**src/rtl/vrf_pkg.sv**
```systemverilog
// Shared vector register file types and sizing helpers, reused by decode,
// ALU lanes and writeback.
package vrf_pkg;

   localparam int DEF_LANES  = 4;
   localparam int DEF_LANE_W = 16;
   localparam int DEF_DEPTH  = 8;

   function automatic int vrf_addr_w(input int depth);
      return ($clog2(depth) > 1) ? $clog2(depth) : 1;
   endfunction

   function automatic int vrf_vec_w(input int lanes, input int lane_w);
      return lanes * lane_w;
   endfunction

   typedef logic [DEF_LANE_W-1:0]            lane_t;
   typedef lane_t [DEF_LANES-1:0]            vec_t;
   typedef logic [vrf_addr_w(DEF_DEPTH)-1:0] vaddr_t;

endpackage

```
**src/rtl/vrf_read_port.sv**
```systemverilog
// One combinational read port: address decode, range and zero-entry check,
// and per-lane merge of the in-flight write when bypass is enabled.
module vrf_read_port
   import vrf_pkg::*;
#(
   parameter int  LANES    = DEF_LANES,
   parameter int  LANE_W   = DEF_LANE_W,
   parameter int  DEPTH    = DEF_DEPTH,
   parameter int  BYPASS   = 1,
   parameter int  ZERO_REG = 1,
   localparam int ADDR_W   = vrf_addr_w(DEPTH),
   localparam int VEC_W    = vrf_vec_w(LANES, LANE_W)
) (
   input  logic              reset,
   input  logic              we,
   input  logic [ADDR_W-1:0] waddr,
   input  logic [VEC_W-1:0]  wdata,
   input  logic [LANES-1:0]  wmask,
   input  logic [VEC_W-1:0]  mem [DEPTH],
   input  logic [ADDR_W-1:0] raddr,
   output logic [VEC_W-1:0]  rdata
);

   logic [VEC_W-1:0] stored;
   logic [VEC_W-1:0] merged;
   logic             in_range;
   logic             is_zero;
   logic             bypass_hit;

   // Only valid entries are decoded, so an out-of-range address reads 0.
   always_comb begin
      stored = '0;
      for (int i = 0; i < DEPTH; i++) begin
         if (raddr == ADDR_W'(i)) begin
            stored = mem[i];
         end
      end
   end

   assign in_range   = ({1'b0, raddr} < (ADDR_W+1)'(DEPTH));
   assign is_zero    = (ZERO_REG != 0) && (raddr == '0);
   assign bypass_hit = (BYPASS != 0) && we && !reset && (raddr == waddr)
                       && in_range && !is_zero;

   genvar gi;
   generate
      for (gi = 0; gi < LANES; gi++) begin : g_lane
         assign merged[gi*LANE_W +: LANE_W] = (bypass_hit && wmask[gi])
                                            ? wdata[gi*LANE_W +: LANE_W]
                                            : stored[gi*LANE_W +: LANE_W];
      end
   endgenerate

   assign rdata = is_zero ? '0 : merged;

endmodule

```
**src/rtl/vector_register_file.sv**
```systemverilog
// Multi-entry, multi-lane vector register file: lane-masked synchronous
// write, two independent combinational read ports with optional bypass.
module vector_register_file
   import vrf_pkg::*;
#(
   parameter int  LANES    = DEF_LANES,
   parameter int  LANE_W   = DEF_LANE_W,
   parameter int  DEPTH    = DEF_DEPTH,
   parameter int  BYPASS   = 1,
   parameter int  ZERO_REG = 1,
   localparam int ADDR_W   = vrf_addr_w(DEPTH),
   localparam int VEC_W    = vrf_vec_w(LANES, LANE_W)
) (
   input  logic              clk,
   input  logic              reset,
   input  logic              we,
   input  logic [ADDR_W-1:0] waddr,
   input  logic [VEC_W-1:0]  wdata,
   input  logic [LANES-1:0]  wmask,
   input  logic [ADDR_W-1:0] raddr_a,
   input  logic [ADDR_W-1:0] raddr_b,
   output logic [VEC_W-1:0]  rdata_a,
   output logic [VEC_W-1:0]  rdata_b
);

   logic [VEC_W-1:0] mem_q [DEPTH];
   logic [VEC_W-1:0] mem_d [DEPTH];
   logic             wr_ok;

   // Entry 0 stays zero under ZERO_REG because it is never written.
   assign wr_ok = we && ({1'b0, waddr} < (ADDR_W+1)'(DEPTH))
                  && !((ZERO_REG != 0) && (waddr == '0));

   always_comb begin
      for (int e = 0; e < DEPTH; e++) begin
         mem_d[e] = mem_q[e];
         if (wr_ok && (waddr == ADDR_W'(e))) begin
            for (int l = 0; l < LANES; l++) begin
               if (wmask[l]) begin
                  mem_d[e][l*LANE_W +: LANE_W] = wdata[l*LANE_W +: LANE_W];
               end
            end
         end
      end
   end

   always_ff @(posedge clk) begin
      if (reset) begin
         for (int e = 0; e < DEPTH; e++) begin
            mem_q[e] <= '0;
         end
      end else begin
         for (int e = 0; e < DEPTH; e++) begin
            mem_q[e] <= mem_d[e];
         end
      end
   end

   vrf_read_port #(
      .LANES    (LANES),
      .LANE_W   (LANE_W),
      .DEPTH    (DEPTH),
      .BYPASS   (BYPASS),
      .ZERO_REG (ZERO_REG)
   ) u_read_a (
      .reset (reset),
      .we    (we),
      .waddr (waddr),
      .wdata (wdata),
      .wmask (wmask),
      .mem   (mem_q),
      .raddr (raddr_a),
      .rdata (rdata_a)
   );

   vrf_read_port #(
      .LANES    (LANES),
      .LANE_W   (LANE_W),
      .DEPTH    (DEPTH),
      .BYPASS   (BYPASS),
      .ZERO_REG (ZERO_REG)
   ) u_read_b (
      .reset (reset),
      .we    (we),
      .waddr (waddr),
      .wdata (wdata),
      .wmask (wmask),
      .mem   (mem_q),
      .raddr (raddr_b),
      .rdata (rdata_b)
   );

endmodule

```
**config.mk**
```make
export PLATFORM = sky130hd
export DESIGN_NAME = vector_register_file
export DESIGN_NICKNAME = d
export VERILOG_FILES = /design/src/rtl/vrf_pkg.sv /design/src/rtl/vrf_read_port.sv /design/src/rtl/vector_register_file.sv
export SDC_FILE = /design/constraint.sdc
export NUM_CORES = 1
export LEC_CHECK = 0
export ABC_AREA = 1
export CORE_AREA = 8 8 321 323
export CTS_CLUSTER_DIAMETER = 50
export DETAILED_ROUTE_END_ITERATION = 16
export DIE_AREA = 0 0 329 331
export GPL_TIMING_DRIVEN = 0
export SLEW_MARGIN = 30
export SYNTH_ARGS = -nofsm -noshare
export SYNTH_HDL_FRONTEND = slang
export SYNTH_SLANG_ARGS = --single-unit
```
**constraint.sdc**
```tcl
create_clock -name clk -period 2.7 [get_ports clk]
set_input_delay 0.27 -clock clk [delete_from_list [all_inputs] [get_ports clk]]
set_output_delay 0.27 -clock clk [all_outputs]
set_load 0.03 [all_outputs]
```
# Word level (Yosys, flattened, before mapping)

Index checks and enable logic that the tools add are counted.

Register bits after elaboration: 448
Input bits: 80

Reductions and logical operators: 56
Multiplexer cells: 24
Eq/ne operators: 23

Operators with widths:

| kind                 | number |
|---|---|
| $mux W64             | 16 |
| $mux W16             | 8 |
| $reduce_and A2 Y1    | 28 |
| $eq A3 B3 Y1 const B | 12 |
| $logic_and A1 B1 Y1  | 21 |
| $eq A3 B2 Y1 const B | 6 |
| $eq A3 B1 Y1 const B | 3 |
| $logic_not A3 Y1     | 3 |
| $eq A3 B3 Y1         | 2 |
| $logic_not A1 Y1     | 4 |

# Longest topological paths before layout

Gate-level depths: netlist of the first run.

Word-level depth: 10
Gate-level depth with buffers: 11
Mapped depth without buffers: 9

# Cells and area by module

Synthesis of the first run repeated with hierarchy kept, for this count alone.

Cells, all modules: 5527
Area, all modules: 30656.9 um^2

By module, submodules not included:

| module               | cells an instance | sequential area each (um^2) | area an instance (um^2) | instances |
|---|---|---|---|---|
| vector_register_file | 3429              | 10249.8                     | 21773.4                 | 1 |
| vrf_read_port        | 1049              | 0.0                         | 4441.8                  | 2 |

# Worst setup path after synthesis of the first run

No wires, ideal clock.

Path type: input to output
Start point: input raddr_a[2]
End point: output rdata_a[54]
Slack: 672 ps
Data required time: 2430 ps
Stages on the path: 10
Path buffers: 2
Arrival: 1758 ps
Path through: buf_4 > inv_4 > nand2_1 > nand2_1 > nor3_2 > nand3_1 > clkbuf_1 > nand2_1 > inv_1 > a21oi_1

Longest elaborated chain between the ends: 10
Elaborated cells on any way between the ends: 22

Ends and longest elaborated chain:

| what                  | line                       | text |
|---|---|---|
| start, declared       | vector_register_file.sv:20 | `input logic [ADDR_W-1:0] raddr_a,` |
| $eq A3 B1 Y1          | vrf_read_port.sv:34        | `if (raddr == ADDR_W'(i)) begin` |
| $mux W64 (7 in a row) | vrf_read_port.sv:34        |  |
| $mux W16              | vrf_read_port.sv:49        | `? wdata[gi*LANE_W +: LANE_W]` |
| $mux W64 *            | vrf_read_port.sv:54        | `assign rdata = is_zero ? '0 : merged;` |
| end, declared         | vector_register_file.sv:22 | `output logic [VEC_W-1:0] rdata_a,` |

Mark *: on every way between the ends. The rest lies on a longest branch, timed or not.

# Worst setup path after layout of the first run

Start point: input raddr_a[2]
End point: output rdata_a[58]

Same word-level chain as after synthesis.

==> qor.json, run 1 <==
{
  "dpl.cell_count": 5320,
  "ys_top_cells_by_area": "dfxtp_1 37%, nand2_1 15%, nor2_1 10%",
  "tritoncts_buffers": 52,
  "timing.fmax_mhz": 364.1,
  "cts_hold_buf": 0,
  "final_hold_viol_count": 0,
  "synth_top_family_by_area": "simple AND/OR/NAND/NOR gates",
  "vias_in_the_first_global_route": 25892,
  "synth_top_area_share_pct": 36.86,
  "synthSimpleGateAreaFrac_pct": 34.17,
  "synthesis.instances": 3900,
  "r2r-start": "mem_q[278]",
  "drt-vias-per-instance": 5.165,
  "synth.mux.area_fraction_pct": 0,
  "synth_enable_flop_cells": 0,
  "syn_to_layout_area_delta_pct": 19.63,
  "setup.worst_path.class": "input pin to output port",
  "vias": 28096,
  "mappedNetlistNets": 3980,
  "layout-drive-gt1-share_pct": 9.273,
  "synth_ff_type": "dfxtp_1",
  "worst_slack_ps": -46.40,
  "largest_net_degree_at_the_start_of_global_routing": 13,
  "ff_latch_area_mm2": 0.008969,
  "final_max_slew_viol_count": 0,
  "filler_cell_count": 10811,
  "flip_flop_count_of_the_largest_register_all_copies_and_words_added": 448,
  "synth.largest_area_cell": "dfxtp_1",
  "chipWidth_um": 329,
  "biggestRegsByFlops": "mem_q: 448 flops",
  "post-layout-total-power_uw": 16410,
  "worst_pin_slew_ps": 1128,
  "static-leakage-power_uw": 0.01095,
  "synthAdderAreaFrac_pct": 0,
  "synth-compound-area-share_pct": 18.92,
  "hp-class": "input pin to flop",
  "first_pass_iters": 7,
  "yosys_register_bits": 448,
  "holdCritStartpoint": "wdata[17]",
  "critPathLaunchType": "input pin",
  "grt_setup_unrepaired": "yes",
  "post_synth_most_frequent_cells": "982 x nand2_1, 678 x nor2_1, 448 x dfxtp_1, 322 x nand3_1, 265 x clkbuf_1",
  "num_rows": 115,
  "synth-warning-count": 0,
  "dr.first_iter.drc_count": 3664,
  "critical_path_peak_fanout": 10,
  "synth-async-reset-ratio_pct": 0,
  "core_region_area_mm2": 0.09770,
  "gr-total-overflow": 0,
  "remaining_drc_errors": 0,
  "run_status": "complete, but fails checks",
  "ys_types": 30,
  "startpoint": "raddr_a[2]",
  "synthMostInstantiatedCell": "nand2_1",
  "worst_setup_path_end_kind": "output port",
  "critPathArrivalTime_ps": 2480,
  "clockBufferDepth": 3,
  "final_cell_count_no_fill": 5440,
  "dieArea_mm2": 0.1089,
  "wl_per_cell_um": 22.72,
  "multiInputGateArea_mm2": 0.01305,
  "cts_tree": "done",
  "cts-root-buf": "clkbuf_16",
  "synthesis.area_mm2": 0.02433,
  "max-vdd-ir-drop_mv": 0.4445,
  "grt_first_pass_wirelength_um": 175600,
  "layout_worst_path_cycle_share_pct": 101.7,
  "drt.antenna.violating_nets": 0,
  "synth_xor_xnor_area_share_pct": 0.07200,
  "worst_ep_required_ps": 2430,
  "num-nets-final": 4182,
  "antenna_found_initial": 20,
  "start_util_pct": 24.90,
  "violations_in_the_final_reports": "negative setup slack",
  "power_density_mw_per_mm2": 563.7,
  "post-route-cell-area_mm2": 0.02910,
  "synth-seq-area-share_pct": 36.86,
  "gpl.final_weighted_congestion": 0.9583,
  "postPlaceCellArea_mm2": 0.02728,
  "finalSetupViolCount": 9,
  "worst_slew_margin_rel_pct": 24.77,
  "maxCapViolations": 0,
  "max_flop_register": "mem_q",
  "worstSkewPairLatency_ps": 610,
  "clk_transition_reported_paths_ps": 60,
  "htree_levels": 2,
  "io_buffers": 133,
  "global_route.usage.total_pct": 21.53,
  "finalCriticalPeriod_ps": 2746,
  "avg_cell_area_syn_um2": 6.238,
  "num_io_pins": 208,
  "dp_hpwl_um": 92830,
  "worst_clock_skew_ps": 0,
  "clock_sinks": 448,
  "floorplan.die.height_um": 331,
  "total_routed_length_um": 123600
}
## timing repair
action / CTS / global route
pin swaps: 6 / 0
setup endpoints to repair: 128 / 124
buffers inserted: 16 / 0
resized for setup: 305 / 189
## area by class of cell
class	count	share of cell area, %
antenna	12	0.1032
buffer	346	5.516
clock buffer	79	5.443
clock inverter	14	0.5675
inverter	260	3.392
multi-input combinational	2845	44.83
sequential	448	30.82
tap	1287	5.533
timing repair buffer	149	3.800
## worst paths after layout
| path | depth (start not counted) | end | slack, ps |
|---|---|---|---|
| hold reg to reg | 2 | mem_q[445] | 480 |
| hold / removal | 3 | mem_q[17] | 130 |
| setup / recovery | 10 | rdata_a[58] | -50 |
| setup reg to reg | 2 | mem_q[278] | 1860 |
## report_power, final
part,internal (uW),total [uW],switching [uW]
registers,6730,6790,57.7
logic,478,2190,1720
clock network,4320,7430,3110
## routing by layer
layer / track usage [%] / vias to the layer above / share of wire [%]
li1: - / 13117 / -
met1: 25.59 / 12923 / 38
met2: 34.62 / 1647 / 44
met3: 6.087 / 397 / 10
met4: 12.68 / 12 / 6.6
met5: 0 / - / 0.065
## kinds of logic (layout without fill, tap and decap cells)
kind of cell,count (synthesis),count (layout)
other,0,12
buffers and inverters,607,848
AND/OR/NAND/NOR,2048,2048
XOR/XNOR,2,2
AO/OA/AOI/OAI,795,795
flip-flops,448,448
## cell usage in the layout (no fill, tap or decap), types with 4 or more instances in the layout
cell and count:
clkdlybuf4s15_1 6, o21bai_1 4, buf_2 60, o21ai_1 71, clkdlybuf4s18_2 4, inv_4 4
nor2_1 662, diode_2 12, o21ai_0 246, clkinv_2 6, clkdlybuf4s15_2 17, clkbuf_8 16
clkbuf_1 213, dlygate4sd2_1 37, o211ai_1 10, nor3_4 6, inv_2 6, nand3_2 9
nand4_1 47, nor2_2 18, dfxtp_1 448, buf_4 48, nand3_1 312, clkbuf_16 53
a211oi_1 234, nand2_2 5, inv_1 249, clkbuf_4 22, a21oi_1 228, clkbuf_2 94
nand2_1 982
## per-stage QoR
step | setup TNS [ps] | utilization (%) | setup slack [ps] | hold WS, ps
floorplan | 0 | - | 672.2 | 449.2
global placement | -182380 | 27.91 | -1419 | 461.9
detailed placement | -138920 | 27.92 | -1437 | 466.8
CTS | -15.55 | 29.98 | -8.396 | 112.1
global route | -10.50 | 29.77 | -4.451 | 156.5
finish | -215.8 | 29.79 | -46.40 | 131.7
## critical path: stages
cell           delay (ps)
buf_4                 170
inv_4                 150
buf_1                 640
o211ai_1              240
nand2_1               120
nand2_1               110
nand4_1               140
nand2_1                80
a21oi_1               130
dlygate4sd2_1         420
Power figures use the tool's default switching activity.
==> run 2, diff against run 1 <==
--- a/config.mk
+++ b/config.mk
@@ -10,7 +10,6 @@
 export CTS_CLUSTER_DIAMETER = 50
 export DETAILED_ROUTE_END_ITERATION = 16
 export DIE_AREA = 0 0 329 331
-export GPL_TIMING_DRIVEN = 0
 export SLEW_MARGIN = 30
 export SYNTH_ARGS = -nofsm -noshare
 export SYNTH_HDL_FRONTEND = slang
==> run 2 against run 1 <==
The run now ends clean. Final area is 11% higher. Largest cell class unchanged. Global-route usage is 4.0 points lower. Critical path depth is 4 higher. Utilization is 3.4 points higher. Total power is 6.8% higher.
==> qor.json, run 2 (same netlist as run 1, synthesis figures left out) <==
{
  "gr-total-overflow": {"value": 0, "change": "unchanged"},
  "total_routed_length": {"value": 100800, "unit": "um", "change": "-18%"},
  "max-vdd-ir-drop": {"value": 0.6033, "unit": "mV", "change": "+36%"},
  "remaining_drc_errors": {"value": 0, "change": "unchanged"},
  "vias": {"value": 26617, "change": "-5.3%"},
  "critical_path_peak_fanout": {"value": 14, "change": "+4"},
  "critPathArrivalTime": {"value": 2400, "unit": "ps", "change": "-80 ps"},
  "critPathLaunchType": "input pin",
  "clockBufferDepth": {"value": 3, "change": "unchanged"},
  "finalSetupViolCount": {"value": 0, "change": "-9"},
  "setup.worst_path.class": "input pin to output port",
  "layout_worst_path_cycle_share": {"value": 98.92, "unit": "%", "change": "-2.8 points"},
  "num-nets-final": {"value": 4133, "change": "-1.2%"},
  "cpPeakStageDelay": {"value": 510, "unit": "ps", "change": "-130 ps"},
  "static-leakage-power": {"value": 0.01225, "unit": "uW", "change": "+12%"},
  "start_util": {"value": 24.90, "unit": "%", "change": "unchanged"},
  "dr.first_iter.drc_count": {"value": 2499, "change": "-32%"},
  "htree_levels": {"value": 2, "change": "unchanged"},
  "grt_first_pass_wirelength": {"value": 151200, "unit": "um", "change": "-14%"},
  "worst_slew_margin_rel": {"value": 33.63, "unit": "%", "change": "+8.9 points"},
  "drt.antenna.violating_nets": {"value": 0, "change": "unchanged"},
  "gpl.final_weighted_congestion": {"value": 0.8571, "change": "-11%"},
  "vias_in_the_first_global_route": {"value": 24624, "change": "-4.9%"},
  "power_density": {"value": 540.5, "unit": "mW/mm^2", "change": "-4.1%"},
  "dp_hpwl": {"value": 66850, "unit": "um", "change": "-28%"},
  "worstSkewPairLatency": {"value": 600, "unit": "ps", "change": "about the same"},
  "post-route-cell-area": {"value": 0.03243, "unit": "mm^2", "change": "+11%"},
  "filler_cell_count": {"value": 10281, "change": "-4.9%"},
  "core_region_area": {"value": 0.09770, "unit": "mm^2", "change": "unchanged"},
  "leading_cell_types_in_the_layout_fill_and_taps_excluded": "981 x nand2_1, 653 x nor2_1, 448 x dfxtp_1",
  "io_buffers": {"value": 207, "change": "+56%"},
  "num_rows": {"value": 115, "change": "unchanged"},
  "num_io_pins": {"value": 208, "change": "unchanged"},
  "largest_net_degree_at_the_start_of_global_routing": {"value": 185, "change": "+172"},
  "maxCapViolations": {"value": 0, "change": "unchanged"},
  "dpl.cell_count": {"value": 5268, "change": "-0.98%"},
  "final_layout_worst_hold_slack": {"value": 76.91, "unit": "ps", "change": "-54.81 ps"},
  "floorplan.die.height": {"value": 331, "unit": "um", "change": "unchanged"},
  "worst_setup_path_end_kind": "output port",
  "grt_setup_unrepaired": "yes",
  "final_core_utilization": {"value": 33.19, "unit": "%", "change": "+3.4 points"},
  "list_of_cells_traversed_by_the_critical_path": "clkdlybuf4s50_1 > buf_12 > inv_4 > nand2_1 > nand3_1 > nor3_2 > buf_4 > nand3_2 > buf_12 > nand2_1 > inv_1 > a21oi_2 > buf_4 > buf_4",
  "hp-class": "input pin to flop",
  "finalCriticalPeriod": {"value": 2671, "unit": "ps", "change": "-75.47 ps"},
  "drt-vias-per-instance": {"value": 4.934, "change": "-4.5%"},
  "wl_per_cell": {"value": 18.68, "unit": "um", "change": "-18%"},
  "final_cell_count_no_fill": {"value": 5395, "change": "-0.83%"},
  "final_hold_viol_count": {"value": 0, "change": "unchanged"},
  "cts_tree": "done",
  "tritoncts_buffers": {"value": 57, "change": "+9.6%"},
  "critical_path.slowest_cell": "clkdlybuf4s50_1",
  "clock_sinks": {"value": 448, "change": "unchanged"},
  "max_flop_register": "mem_q",
  "dieArea": {"value": 0.1089, "unit": "mm^2", "change": "unchanged"},
  "final_max_slew_viol_count": {"value": 0, "change": "unchanged"},
  "timing.setup.tns": {"value": 0, "unit": "ps", "change": "+215.8 ps"},
  "chipWidth": {"value": 329, "unit": "um", "change": "unchanged"},
  "flip_flop_count_of_the_largest_register_all_copies_and_words_added": {"value": 448, "change": "unchanged"},
  "antenna_found_initial": {"value": 12, "change": "-40%"},
  "timing.fmax": {"value": 374.4, "unit": "MHz", "change": "+2.8%"},
  "run_status": "completed",
  "clk_transition_reported_paths": {"value": 50, "unit": "ps", "change": "about the same"},
  "worst_pin_slew": {"value": 995.5, "unit": "ps", "change": "-133.0 ps"},
  "first_pass_iters": {"value": 5, "change": "-2"},
  "syn_to_layout_area_delta_pct": 33.29,
  "postPlaceCellArea": {"value": 0.02994, "unit": "mm^2", "change": "+9.8%"},
  "layout-drive-gt1-share": {"value": 13.17, "unit": "%", "change": "+3.9 points"},
  "biggestRegsByFlops": "mem_q: 448 flops",
  "worst_clock_skew": {"value": 0, "unit": "ps", "change": "unchanged"},
  "cp_common_cell": "buf_4",
  "worst_ep_required": {"value": 2430, "unit": "ps", "change": "about the same"},
  "final_common_cell": "nand2_1",
  "global_route.usage.total": {"value": 17.51, "unit": "%", "change": "-4.0 points"},
  "cts-root-buf": "clkbuf_16"
}
-- run 2: changes by cell type in the layout (fill, tap and decap cells not counted), moves of 17 or more --
cell             change
buf_12             +161
buf_2               -56
buf_4              +134
clkbuf_1           -207
clkbuf_2            -94
clkbuf_4            -22
clkdlybuf4s15_2     -17
clkdlybuf4s50_1     +70
dlygate4sd2_1       -37
-- run 2: worst paths after layout --
path | from | end | slack (ps) | cells after the start
setup reg to reg | mem_q[43] | mem_q[43] | 1890 | 2
setup / recovery | raddr_a[1] | rdata_a[44] | 30 | 14
hold / removal | wmask[3] | mem_q[250] | 80 | 3
hold reg to reg | mem_q[114] | mem_q[114] | 470 | 2
-- run 2: worst max-delay path, delay by kind of cell --
family / cells / cell delay (ps)
AO/OA/AOI/OAI: 1 / 220
buffers and inverters: 8 / 1400
AND/OR/NAND/NOR: 5 / 490
-- run 2: area by class of cell --
| type | instances | area (um^2) | area share (%) |
|---|---|---|---|
| inverters | 260 | 998.5 | 3.079 |
| well taps | 1287 | 1610 | 4.966 |
| clock buffers | 78 | 1678 | 5.174 |
| flip-flops and latches | 448 | 8969 | 27.66 |
| repair buffers | 441 | 5684 | 17.53 |
| multi-input cells | 2845 | 13100 | 40.41 |
| clock inverters | 28 | 364.1 | 1.123 |
| diodes | 8 | 20.02 | 0.06174 |
-- run 2: report_power, final --
part / switching, uW / internal [uW] / total, uW
logic: 1580 / 959 / 2530
registers: 55.2 / 6730 / 6780
clock network: 3180 / 5030 / 8210
total: 4810 / 12700 / 17500
-- run 2: metal layers --
layer	track usage, %	routed length (um)
met3	3.017	7688
met2	28.63	45670
met4	5.202	2698
met1	23.55	44650
met5	0	52
-- run 2: timing repair --
action / 4_1_cts / 5_1_grt
pin swaps: 2 / 14
resized for setup: 9 / 59
hold buffers: 0 / 0
buffers inserted: 1 / 7
endpoints found under the setup margin: 9 / 96
gates cloned: 0 / 5
-- run 2: stage by stage --
stage / total power [uW] / setup slack [ps]
finish: 17530 / 29.07
global route: 18090 / -17.56
CTS: 17600 / -9.436
detailed placement: 9384 / -138.9
global placement: 9379 / -98.78
floorplan: 8100 / 672.2
